==> src/rtl/if_id_stage.sv <==
// IF stage PC register plus the IF/ID pipeline register.
// Holds the fetch PC, captures the fetched word with its PC+4, and
// supports hold and flush (bubble) requests. It also keeps saturating
// stall and flush event counters.
module if_id_stage #(
  parameter logic [31:0] RESET_PC  = 32'h00000000,
  parameter logic [31:0] NOP_INSTR = 32'h00000000,
  parameter int          CNT_W     = 16
) (
  input  logic             clk_i,
  input  logic             rst_i,
  input  logic             pc_write_i,
  input  logic             if_id_write_i,
  input  logic             branch_i,
  input  logic [31:0]      branch_target_i,
  output logic [31:0]      imem_addr_o,
  input  logic [31:0]      imem_data_i,
  output logic [31:0]      if_id_pc4_o,
  output logic [31:0]      if_id_instr_o,
  output logic             if_id_valid_o,
  output logic [CNT_W-1:0] stall_cnt_o,
  output logic [CNT_W-1:0] flush_cnt_o
);

  // Counter increment that sticks at all-ones instead of wrapping.
  function automatic logic [CNT_W-1:0] sat_inc(input logic [CNT_W-1:0] v);
    if (&v) return v;
    return v + 1'b1;
  endfunction

  logic [31:0]      r_pc;
  logic [31:0]      r_pc4_p0;
  logic [31:0]      r_instr_p0;
  logic             r_vld_p0;
  logic [CNT_W-1:0] r_stall_cnt;
  logic [CNT_W-1:0] r_flush_cnt;

  logic [31:0]      w_pc4;
  logic             w_take;
  logic             w_stall;

  // A branch is honoured only when both the PC and IF/ID are free to move.
  // Otherwise a stalled branch would be lost or applied twice.
  assign w_pc4   = r_pc + 32'd4;
  assign w_take  = branch_i & pc_write_i & if_id_write_i;
  // A cycle where the PC holds but ID still takes an instruction is a
  // refetch of the same PC, not a pipeline stall, so it is not counted.
  assign w_stall = ~pc_write_i & ~if_id_write_i;

  // PC register: redirect on a taken branch, otherwise step by 4 unless held.
  always_ff @(posedge clk_i or posedge rst_i) begin
    if (rst_i) begin
      r_pc <= RESET_PC;
    end else if (pc_write_i) begin
      r_pc <= w_take ? branch_target_i : w_pc4;
    end
  end

  // ---- IF -> ID boundary ----
  // IF/ID register: a flush inserts a bubble, a load captures the fetch,
  // and the register holds when the write enable is low.
  always_ff @(posedge clk_i or posedge rst_i) begin
    if (rst_i) begin
      r_instr_p0 <= NOP_INSTR;
      r_pc4_p0   <= 32'd0;
      r_vld_p0   <= 1'b0;
    end else if (w_take) begin
      r_instr_p0 <= NOP_INSTR;
      r_pc4_p0   <= 32'd0;
      r_vld_p0   <= 1'b0;
    end else if (if_id_write_i) begin
      r_instr_p0 <= imem_data_i;
      r_pc4_p0   <= w_pc4;
      r_vld_p0   <= 1'b1;
    end
  end

  // Event counters: count stall cycles and flushes, saturating at all-ones.
  always_ff @(posedge clk_i or posedge rst_i) begin
    if (rst_i) begin
      r_stall_cnt <= '0;
      r_flush_cnt <= '0;
    end else begin
      if (w_stall) r_stall_cnt <= sat_inc(r_stall_cnt);
      if (w_take)  r_flush_cnt <= sat_inc(r_flush_cnt);
    end
  end

  assign imem_addr_o   = r_pc;
  assign if_id_pc4_o   = r_pc4_p0;
  assign if_id_instr_o = r_instr_p0;
  assign if_id_valid_o = r_vld_p0;
  assign stall_cnt_o   = r_stall_cnt;
  assign flush_cnt_o   = r_flush_cnt;

endmodule

==> config.mk <==
export PLATFORM = sky130hd
export DESIGN_NAME = if_id_stage
export DESIGN_NICKNAME = d
export VERILOG_FILES = /design/src/rtl/if_id_stage.sv
export SDC_FILE = /design/constraint.sdc
export NUM_CORES = 1
export LEC_CHECK = 0
export ABC_AREA = 1
export BUFFER_PORTS_ARGS = -buffer_cell sky130_fd_sc_hd__clkbuf_2
export CORE_AREA = 2 2 117 119
export DETAILED_ROUTE_END_ITERATION = 16
export DIE_AREA = 0 0 119 121
export HOLD_SLACK_MARGIN = 0.15
export PLACE_DENSITY = 0.76
export SYNTH_ARGS = -nofsm -noshare
export SYNTH_HDL_FRONTEND = slang
export SYNTH_SLANG_ARGS = --single-unit
==> constraint.sdc <==
create_clock -name clk_i -period 5.2 [get_ports clk_i]
set_input_delay 1.04 -clock clk_i [delete_from_list [all_inputs] [get_ports clk_i]]
set_output_delay 1.04 -clock clk_i [all_outputs]
set_load 0.05 [all_outputs]
Word level (Yosys, flattened, before mapping)
Cells that the tools add are included.
{"block": "word_totals", "ff_bits": 129, "input_bits": 69, "out_inout_bits": 129, "elab_cells": 34}
{"block": "op_classes", "addsub": 3, "n_eq_ne": 2, "n_mux": 13, "bitwise": 5, "n_reduce_logical": 5}
{"operator": "2-to-1 mux 32 bit", "n": 5}
{"operator": "adder 16 x 1 -> 16 bit (second input constant)", "n": 2}
{"operator": "adder 32 x 3 -> 32 bit (second input constant)", "n": 1}
{"operator": "2-to-1 mux 16 bit", "n": 2}
{"operator": "AND reduction 16 bit", "n": 2}
{"operator": "2-to-1 mux 1 bit", "n": 6}
{"operator": "inequality test 2 bit (second input constant)", "n": 2}
{"operator": "AND reduction 2 bit", "n": 2}
{"operator": "bitwise AND 1 bit", "n": 3}
{"operator": "inverter 1 bit", "n": 2}
{"operator": "nonzero test 2 bit", "n": 1}

Depth between registers and ports, before layout
Gate-level depths: netlist (run 1).
{"block": "logic_depth", "word_depth": 5, "ltp_mapped": 10, "depth_no_buf": 10}

Least setup slack after synthesis (run 1)
OpenSTA, ideal clock, no wires.
{"block": "synth_path", "path_type": "input to register", "from": "input if_id_write_i", "to": "register r_pc[14], in the netlist imem_addr_o[14]", "setup_ps": 118, "arrival_time_ps": 1957, "required_time_ps": 5082, "slack_ps": 3125, "stages": 9, "n_path_buf": 2, "path_cell_list": "buf_2 -> nand2_1 -> nor2_8 -> inv_2 -> buf_4 -> nand3_1 -> nand2_1 -> nand2_1 -> nand2_1"}
{"block": "synth_via", "elab_chain_cells": 2}
{"element": "start, declared", "line_no": "13", "text": "input logic if_id_write_i,"}
{"element": "bitwise AND 1 bit", "line_no": "45", "text": "assign w_take = branch_i & pc_write_i & if_id_write_i;"}
{"element": "2-to-1 mux 32 bit", "line_no": "55", "text": "r_pc <= w_take ? branch_target_i : w_pc4;"}
{"element": "end signal, assigned", "line_no": "55"}
{"element": "end, declared", "line_no": "31", "text": "logic [31:0] r_pc;"}
No other way between the ends.
A chain may end at the register's enable or synchronous reset.

Final worst setup path (run 1)
{"block": "layout_path", "from": "input if_id_write_i", "to": "register r_pc[15], in the netlist imem_addr_o[15]"}
The elaborated chain is that of the path after synthesis.

==> run metrics, run 1 <==
most frequent CP cell nand2_1; area grow syn2layout 24.5%; Final Net Count approximately 1,100; slowest CP cell inv_2; Clock Skew roughly 0.0097 ns; via count around 6,500; Final WS setup 2.14 ns; post-CTS setup buffers 0; maximum fanout along the worst path between 60 and 70; GPL Wtd Cong roughly 0.89; die area approximately 14,000 sq um; Leak 0.00437 uW; Hold Path Cell Cnt 2; Final ANT Viol Nets 0; most common cell after layout, fill and taps aside nand2_1; element type at the critical path start input port; core area about 13,000 sq um; Mapped Nets about 950; Clock Tree Root clkbuf_16; share of layout cells above drive strength 1 between 20% and 30%; number of remaining DRC errors 0; routed wire length approximately 18,000 um; maximum number of pins on one net before global-route repair 70; Required @ worst endpoint 5.50 ns; vias in the first global route about 6,000; first-pass GRT wire length between 30,000 and 40,000 um; row count between 40 and 50; outcome completed; Ys Warns 0; CTS Buf Count 17; Fmax achieved around 0.33 GHz; final setup violating endpoints 0; max-slew violations 0; clk_lat worst skew about 0.42 ns; chip width 119 um; Worst EP arrival roughly 3.4 ns; Global Route Usage Sum roughly a quarter; CP Buf/Inv Count 3; Port-buffer cells around 200; Yosys reg bits between 100 and 150; P per Cell Area 450 nW/um^2; RSZ-0062 raised after global routing false; Max Cap Viol 0; most frequent cells in the layout nand2_1, clkbuf_2, dfrtp_1, nand3_1, nor2_1; Overflow after GRT 0; Total Neg Setup Slack 0 ns; hpwl dp 12,900 um; Resized Gates After CTS 0; initial drt markers 440; Ant. Diodes 0; clock sinks between 100 and 150; WS Path Type in -> reg; Routed WL per cell 14.7 um; First-pass DRT Iterations 5; boundary pin count ~200; Final Hold Slack 0.481 ns; actual slew at the worst max-slew pin between 1 and 1.5 ns; CP top delay family buffers and inverters; # H-tree levels 4; crit share post-route about 59%; count of cell types in the netlist 33; Initial Utilization 51.1%; Setup Slack @ Placement approximately 1.7 ns; die height between 100 and 150 um; Cell Chain, Critical Path clkbuf_2, buf_4, nand2_1, nor2_8, inv_2, nand3_1, nand2_1, nand2_1, nand2_1; Vias/cell 5.17; post-synthesis sequential area ratio 48.3%; Worst slew margin a little over a quarter; Reg2Reg Depth 8; initial antenna violation count 1; Final Critical Period 3.06 ns; hold_buf cts 0; Avg Synthesized Cell Area between 7 and 8 sq um; Fin. Hold Viols 0; Max rail drop VDD between 200 and 250 uV; slowest stage delay, CP approximately 0.47 ns; Fillers 1,189; Critical Path End Type flip-flop; Cell Area, Synth ~6700 sq um; CTS tree built; Hold WC Path Type reg -> reg; Stages on worst setup path 9; Clock Tree Buf Depth 2; synthesized netlist cell count approximately 880; Clock transition at path regs around 0.06 ns
cells by family (layout without fill, tap and decap cells):
| group | Yosys count | count (layout) | synth area share (%) |
|---|---|---|---|
| AOI/OAI and AO/OA | 93 | 93 | 7.37 |
| xor gates and xnor gates | 13 | 13 | 1.70 |
| adders and majority gates | 3 | 3 | 0.561 |
| buffers and inverters | 109 | 307 | 6.92 |
| DFF | 129 | 129 | 48.3 |
| and+or+nand+nor | 530 | 530 | 35.2 |
flip-flops by register name (all words and copies together), names as in the netlist:
name	count
flush_cnt_o	16
if_id_instr_o	32
if_id_pc4_o	32
if_id_valid_o	1
imem_addr_o	32
stall_cnt_o	16
report_power, final:
group          switching, uW  internal, uW  total (uW)
clock                    459           716        1180
combinational            933           283        1220
sequential               187          1170        1350
cells in the mapped netlist:
| cell | n | area [sq um] |
|---|---|---|
| a21oi_1 | 19 | 95.1 |
| a22oi_1 | 6 | 45.0 |
| a31oi_1 | 4 | 25.0 |
| and2_1 | 3 | 18.8 |
| buf_1 | 6 | 22.5 |
| buf_2 | 8 | 40.0 |
| buf_4 | 3 | 22.5 |
| buf_6 | 4 | 45.0 |
| clkbuf_1 | 15 | 56.3 |
| dfrtp_1 | 129 | 3230 |
| ha_1 | 3 | 37.5 |
| inv_1 | 69 | 259 |
| inv_2 | 3 | 11.3 |
| inv_4 | 1 | 6.26 |
| nand2_1 | 305 | 1140 |
| nand2_2 | 5 | 31.3 |
| nand2_4 | 2 | 22.5 |
| nand3_1 | 98 | 490 |
| nand3_2 | 5 | 50.1 |
| nand3b_1 | 4 | 30.0 |
| nand4_1 | 12 | 75.1 |
| nor2_1 | 68 | 255 |
| nor2_2 | 6 | 37.5 |
| nor2_4 | 7 | 78.8 |
| nor2_8 | 1 | 20.0 |
| nor3_1 | 7 | 35.0 |
| nor3_4 | 2 | 32.5 |
| o21ai_0 | 43 | 215 |
| o21ai_1 | 18 | 90.1 |
| o21bai_1 | 3 | 22.5 |
| or2_2 | 5 | 31.3 |
| xnor2_1 | 10 | 87.6 |
| xor2_1 | 3 | 26.3 |
final timing paths:
check	startpoint	to	slack (ns)
min reg2reg	if_id_instr_o[5]	if_id_instr_o[5]	0.48
min	if_id_instr_o[5]	if_id_instr_o[5]	0.48
max reg2reg	stall_cnt_o[0]	stall_cnt_o[8]	3.25
min in group asynchronous	rst_i	stall_cnt_o[10]	0.69
max in group asynchronous	rst_i	if_id_pc4_o[24]	3.50
max	if_id_write_i	imem_addr_o[15]	2.14
worst register-to-register path, stage by stage (launching register included):
cell,delay (ns)
dfrtp_1,0.41
ha_1,0.32
nand3_2,0.15
nor3_4,0.22
nand3_2,0.10
nand2_2,0.23
inv_2,0.21
nand3b_1,0.14
nand2_1,0.07
cell type report:
cell class / instances / area [sq um] / share of cell area, %
clock buffers: 19 / 443 / 5.32
multi-input cells: 639 / 3000 / 36.0
clock inverters: 13 / 138 / 1.65
inverters: 73 / 279 / 3.35
well taps: 176 / 220 / 2.64
flip-flops and latches: 129 / 3230 / 38.8
repair buffers: 202 / 1020 / 12.3
per-layer routing:
layer	up-vias	part of all wire [%]	GRT usage, %
met5	-	0	0
met4	0	2.1	10.5
met3	29	8.2	7.75
met2	248	46	40.9
met1	3006	44	35.4
li1	3189	-	-
through the flow:
step / cell area, sq um / total power, uW / utilization (%) / instances
6_report: 8330 / 3750 / 63.7 / 1251
5_1_grt: 8330 / 3930 / 63.7 / 1251
4_1_cts: 8330 / 3770 / 63.7 / 1251
3_5_place_dp: 7750 / 2590 / 59.2 / 1219
3_3_place_gp: 7750 / 2570 / 59.2 / 1219
2_1_floorplan: 6690 / 2270 / - / 877
(Power assumes the default switching activity.)
==> run 2, diff against run 1 <==
- ABC_AREA: 1 -> 0
- CORE_AREA: 2 2 117 119 -> 2 2 114 116
- DIE_AREA: 0 0 119 121 -> 0 0 116 118
- PLACE_DENSITY: 0.76 -> 0.77
- clock period: 5.2 -> 2.9 ns (I/O delays scaled with it)
==> run 2 against run 1 <==
Effect of this change:
- flip-flop and latch count did not move
- register-to-register slack worse by 2.7 ns
- global-route usage is 2.1 points lower
- wire length fell by 11%
- power is 76% higher
- synthesized cell count fell by 24%
- critical path type is now reg -> reg
- largest cell class unchanged
==> run metrics, run 2 <==
number of remaining DRC errors 0 (unchanged); Global Route Usage Sum 24.4% (-2.1 points); Final Hold Slack 0.315 ns (-0.166 ns); synthesized netlist cell count 668 (-24%); Yosys reg bits 129 (unchanged); # H-tree levels 4 (unchanged); Net Sw Frac 41.8% (-0.40 points); most frequent cells in the layout clkbuf_2, dfrtp_1, inv_1, nand2_1; Max rail drop VDD 434 uV (+110%); CTS Buf Count 17 (unchanged); boundary pin count 198 (unchanged); count leader, synth dfrtp_1; outcome completed; placed cells 1,014 (-17%); synth cell count leaders dfrtp_1, inv_1, nand2_1; post-layout instance area 8040 sq um (-3.4%); area grow syn2layout 27.1%; Hold WC Path Type in -> async; maximum fanout along the worst path 7 (-89%); CP top delay family simple AND/OR/NAND/NOR gates; maximum number of pins on one net before global-route repair 130 (+86%); hpwl dp 11,400 um (-12%); top post-synthesis cells by area dfrtp_1, xnor2_1, nand3_1; count of cell types in the netlist 49 (+48%); Yosys top cell area share 51.0% (+2.8 points); FF/Latch Area 3230 sq um (unchanged); Fillers 1,040 (-13%); First-pass DRT Iterations 5 (unchanged); row count 41 (-2.4%); Post-synth EDFFs 0 (unchanged); die area 13,700 sq um (-4.9%); Synth Flop Type dfrtp_1; core area 12,400 sq um (-5.1%); ys async rst share 100% (unchanged); hold_buf cts 0 (unchanged); max-slew violations 0 (unchanged); P per Cell Area 818 nW/um^2 (+82%); chip width 116 um (-2.5%); initial drt markers 402 (-8.6%); initial antenna violation count 0 (-1); Clock power frac 29.8% (-1.6 points); Cell Chain, Critical Path nand2_1, or4_1, or2_2, xnor2_1, a31o_2; Port-buffer cells 197 (unchanged); combinational share of power 33.1% (+0.6 points); Worst EP arrival 2.62 ns (-0.75 ns); Initial Utilization 51.0% (-0.15 points); Overflow after GRT 0 (unchanged); final cell count without fillers 1,046 (-16%); slowest stage delay, CP 0.74 ns (+0.27 ns); slowest CP cell or4_1; Clock Skew 0.00998 ns (+0.000244 ns); Clock Tree Root clkbuf_16; switching power 2750 uW (+74%); Worst slew margin 48.8% (+22 points); Routed WL per cell 15.6 um (+6.2%); Internal 3830 uW (+77%); Clock Tree Buf Depth 2 (unchanged); via count 5,694 (-12%); crit share post-route between 70% and 80%; clk_lat worst skew 0.43 ns (about the same); register share of total power 37.1% (+1.0 points); Fin. Hold Viols 0 (unchanged); Clock transition at path regs 0.06 ns (about the same); footprint of the multi-input gates 2720 sq um (-9.4%); Mapped Nets 740 (-22%); Total Neg Setup Slack 0 ns (unchanged); Fmax achieved around 0.43 GHz; RSZ-0062 raised after global routing false; R2R Path Start imem_addr_o[6]; Critical Path End Type flip-flop; final setup violating endpoints 0 (unchanged); routed wire length 16,300 um (-11%); Final Net Count 933 (-18%); CP Buf/Inv Count 0 (-3); CP startpoint imem_addr_o[6]; Resized Gates After CTS 0 (unchanged); Leak 0.00389 uW (-11%); GPL Wtd Cong 0.897 (+0.92%); CTS tree built; Cell Area, Synth 6330 sq um (-5.4%); most common cell after layout, fill and taps aside clkbuf_2; Vias/cell 5.44 (+5.2%); clock sinks 129 (unchanged); Required @ worst endpoint 3.21 ns (-2.29 ns); Avg Synthesized Cell Area 9.47 sq um (+24%); vias in the first global route 5,149 (-15%); WS Path Type reg -> reg; Ys Warns 0 (unchanged); Ant. Diodes 0 (unchanged); Final ANT Viol Nets 0 (unchanged); Post-DP Area 7500 sq um (-3.1%); first-pass GRT wire length 26,500 um (-12%); share of layout cells above drive strength 1 30.9% (+5.6 points); post-synthesis sequential area ratio 51.0% (+2.8 points); post-CTS setup buffers 0 (unchanged); Final Critical Period approximately 2.3 ns; actual slew at the worst max-slew pin 0.760 ns (-0.335 ns); element type at the critical path start flip-flop; Max Cap Viol 0 (unchanged); die height 118 um (-2.5%); Synth area leader dfrtp_1
run 2: cell types whose count changed in the layout (fill, tap and decap cells not counted), moves of 12 or more:
| cell | before | now |
|---|---|---|
| nand3_1 | 98 | 56 |
| o21ai_0 | 43 | 56 |
| o21ai_1 | 18 | 0 |
| xnor2_1 | 10 | 36 |
| nand2_1 | 305 | 59 |
| nor2_1 | 68 | 27 |
| xor2_1 | 3 | 15 |
| o22ai_1 | 0 | 31 |
run 2: cell families (layout without fill, tap and decap cells):
logic type,count (synthesis),after routing,share of synthesized area (%)
adder cells (fa/ha/maj),3,3,0.593
multiplexers,6,6,1.05
XOR/XNOR,51,51,7.06
buffers and inverters,100,306,6.11
flip-flops,129,129,51.0
AND/OR/NAND/NOR,214,214,18.0
AO/OA/AOI/OAI,165,165,16.2
run 2: power groups by stage:
stage | registers (uW) | logic (uW) | clock network, uW
CTS | 2430 | 2190 | 1990
global route | 2490 | 2320 | 2070
detailed placement | 2460 | 2180 | 0
floorplan | 3430 | 631 | 0
global placement | 2440 | 2170 | 0
finish | 2440 | 2180 | 1960
run 2: worst paths after layout:
kind                                           to  slack, ns  cells after the start
worst max-delay path              if_id_pc4_o[17]       0.60                      5
worst min-delay path            if_id_instr_o[31]       0.32                      3
worst max register to register    if_id_pc4_o[17]       0.60                      5
worst min register to register     imem_addr_o[0]       0.50                      2
max in group asynchronous         imem_addr_o[27]       2.01                      3
min in group clk_i                 imem_addr_o[0]       0.36                      3
run 2: layout make-up:
cell class	count	share of cell area (%)
Clock buffer	20	5.55
Clock inverter	12	1.15
Inverter	63	2.99
Multi-Input combinational cell	439	33.8
Sequential cell	129	40.1
Tap cell	172	2.68
Timing Repair Buffer	211	13.8
run 2: worst register-to-register path, delay by kind of cell, from the launching register on:
kind                      cells  cell delay (ns)
and+or+nand+nor               3             1.37
xor gates and xnor gates      1             0.13
AOI/OAI and AO/OA             1             0.24
DFF                           1             0.45
run 2: per-stage QoR:
| step | util, % | setup slack [ns] | total power, uW |
|---|---|---|---|
| floorplan | - | 0.429 | 4060 |
| global placement | 60.5 | 0.668 | 4620 |
| detailed placement | 60.5 | 0.607 | 4640 |
| CTS | 64.8 | 0.616 | 6610 |
| global route | 64.8 | 0.510 | 6880 |
| finish | 64.8 | 0.600 | 6580 |
run 2: metal layers:
| metal | up-vias | GRT usage (%) | share of wire, % |
|---|---|---|---|
| met4 | 0 | 9.90 | 2.2 |
| met3 | 30 | 6.49 | 7.9 |
| met1 | 2710 | 34.8 | 45 |
| li1 | 2740 | - | - |
| met2 | 214 | 35.1 | 45 |
| met5 | - | 0 | 0 |
==> run 3, diff against run 2 <==
- clock period: 2.9 -> 2.2 ns (I/O delays scaled with it)
==> run 3 against run 2 <==
Effect of this change:
- wire length up 1.1%
- clock skew down 0.0039 ns
- first-iteration DRC count down 3.0%
==> run metrics, run 3 (synthesis results as in run 2) <==
Clock Tree Buf Depth 2 (unchanged); Required @ worst endpoint 2.50 ns (-0.71 ns); First-pass DRT Iterations 5 (unchanged); RSZ-0062 raised after global routing false; vias in the first global route 5,287 (+2.7%); WS Path Type reg -> reg; Final Hold Slack 0.237 ns (-0.0780 ns); Clock Skew 0.00612 ns (-0.00385 ns); outcome completed; chip width 116 um (unchanged); PnR Total Power 8820 uW (+34%); Resized Gates After CTS 0 (unchanged); Worst slew margin 62.7% (+14 points); Hold WC Path Type in -> reg; Max Cap Viol 0 (unchanged); WHS Endpoint imem_addr_o[1]; Overflow after GRT 0 (unchanged); worst r2r dst if_id_pc4_o[17]; R2R Path Start imem_addr_o[8]; Clock Tree Root clkbuf_16; Clock power frac 30.2% (+0.4 points); Hold Path Cell Cnt 3; Clock transition at path regs 0.05 ns (about the same); hold_sp branch_target_i[1]; Fin. Hold Viols 0 (unchanged); maximum fanout along the worst path 7 (unchanged); CTS Buf Count 17 (unchanged); share of layout cells above drive strength 1 33.2% (+2.3 points); Port-buffer cells 197 (unchanged); FF-to-FF setup slack 0.14 ns (-0.46 ns); Routed WL per cell 15.6 um (-0.25%); Max rail drop VDD 620 uV (+43%); clock sinks 129 (unchanged); area grow syn2layout 30.1%; Net Sw Frac 40.9% (-0.83 points); hold_buf cts 1 (+1); Ant. Diodes 0 (unchanged); actual slew at the worst max-slew pin 0.556 ns (-0.204 ns); via count 5,703 (+0.16%); boundary pin count 198 (unchanged); P per Cell Area 1070 nW/um^2 (+31%); Worst EP arrival 2.36 ns (-0.26 ns); maximum number of pins on one net before global-route repair 83 (-36%); Fmax achieved 0.485 GHz (+12%); Final Net Count 947 (+1.5%); routed wire length 16,500 um (+1.1%); register share of total power 36.2% (-0.9 points); final setup violating endpoints 0 (unchanged); Initial Utilization 51.0% (unchanged); row count 41 (unchanged); initial drt markers 390 (-3.0%); # H-tree levels 4 (unchanged); die height 118 um (unchanged); first-pass GRT wire length 26,700 um (+0.70%); most common cell after layout, fill and taps aside clkbuf_2; die area 13,700 sq um (unchanged); Leak 0.00397 uW (+2.0%); Critical Path End Type flip-flop; clk_lat worst skew 0.41 ns (-0.02 ns); Internal 5210 uW (+36%); combinational share of power 33.6% (+0.5 points); most frequent cells in the layout clkbuf_2, dfrtp_1, inv_1, nand2_1; Vias/cell 5.38 (-1.2%); switching power 3610 uW (+31%); Final Critical Period 2.06 ns (-0.238 ns); post-CTS setup buffers 0 (unchanged); Reg2Reg Depth 6 (+1); element type at the critical path start flip-flop; max-slew violations 0 (unchanged); Final ANT Viol Nets 0 (unchanged); core area 12,400 sq um (unchanged); number of remaining DRC errors 0 (unchanged); CTS tree built; hpwl dp 11,900 um (+4.1%); crit share post-route 93.8% (+14 points); GPL Wtd Cong 0.857 (-4.4%); Global Route Usage Sum 24.7% (+0.30 points); initial antenna violation count 0 (unchanged)
## run 3: cell types whose count changed in the layout (fill, tap and decap cells not counted), moves of 3 or more
cell	before	now
dfrtp_1	129	117
clkbuf_8	1	4
clkinv_2	8	4
buf_4	14	24
buf_12	1	4
dfrtp_2	0	12
## run 3: how the worst max path moves through the flow
stage | to | start | slack (ns) | cells after the start
detailed placement | if_id_pc4_o[17] | imem_addr_o[8] | 0.15 | 6
global route | imem_addr_o[30] | imem_addr_o[8] | 0.05 | 5
finish | if_id_pc4_o[17] | imem_addr_o[8] | 0.14 | 6
CTS | if_id_pc4_o[17] | imem_addr_o[8] | 0.14 | 6
global placement | if_id_pc4_o[17] | imem_addr_o[8] | 0.17 | 6
floorplan | if_id_pc4_o[17] | imem_addr_o[7] | -0.04 | 7
## run 3: metrics by stage
step	std cells	setup WS, ns	utilization (%)	setup TNS, ns	instance area, sq um
2_1_floorplan	668	-0.0435	-	-0.0435	6350
3_3_place_gp	1027	0.172	61.7	0	7650
3_5_place_dp	1027	0.152	61.7	0	7650
4_1_cts	1060	0.143	66.3	0	8230
5_1_grt	1060	0.0542	66.3	0	8230
6_report	1060	0.137	66.3	0	8230
## run 3: cell type report
| cell class | instances | area [sq um] |
|---|---|---|
| Clock inverter | 9 | 81.3 |
| Fill cell | 1051 | 4180 |
| Inverter | 63 | 240 |
| Sequential cell | 129 | 3240 |
| Tap cell | 172 | 215 |
| Multi-Input combinational cell | 439 | 2720 |
| Clock buffer | 23 | 488 |
| Timing Repair Buffer | 225 | 1250 |
## run 3: power by group through the flow
stage	Combinational [uW]	Clock, uW	Sequential (uW)
6_report	2970	2660	3190
5_1_grt	3160	2830	3250
4_1_cts	2980	2710	3180
3_5_place_dp	2970	0	3220
3_3_place_gp	2950	0	3200
2_1_floorplan	839	0	4540
## run 3: worst max-delay path, cell delays in order, from the launching register on
cell and delay [ns]:
dfrtp_2 0.44, nand3_2 0.12, or4_1 0.52, buf_4 0.19, or2_2 0.32, xnor2_1 0.13
a31o_2 0.24
## run 3: layer usage
| layer | GRT usage [%] | vias up | routed length, um |
|---|---|---|---|
| met5 | 0 | - | 0 |
| met4 | 8.56 | 0 | 325 |
| met3 | 6.59 | 26 | 1170 |
| met2 | 37.4 | 201 | 7580 |
| met1 | 34.3 | 2722 | 7420 |
| li1 | - | 2754 | - |
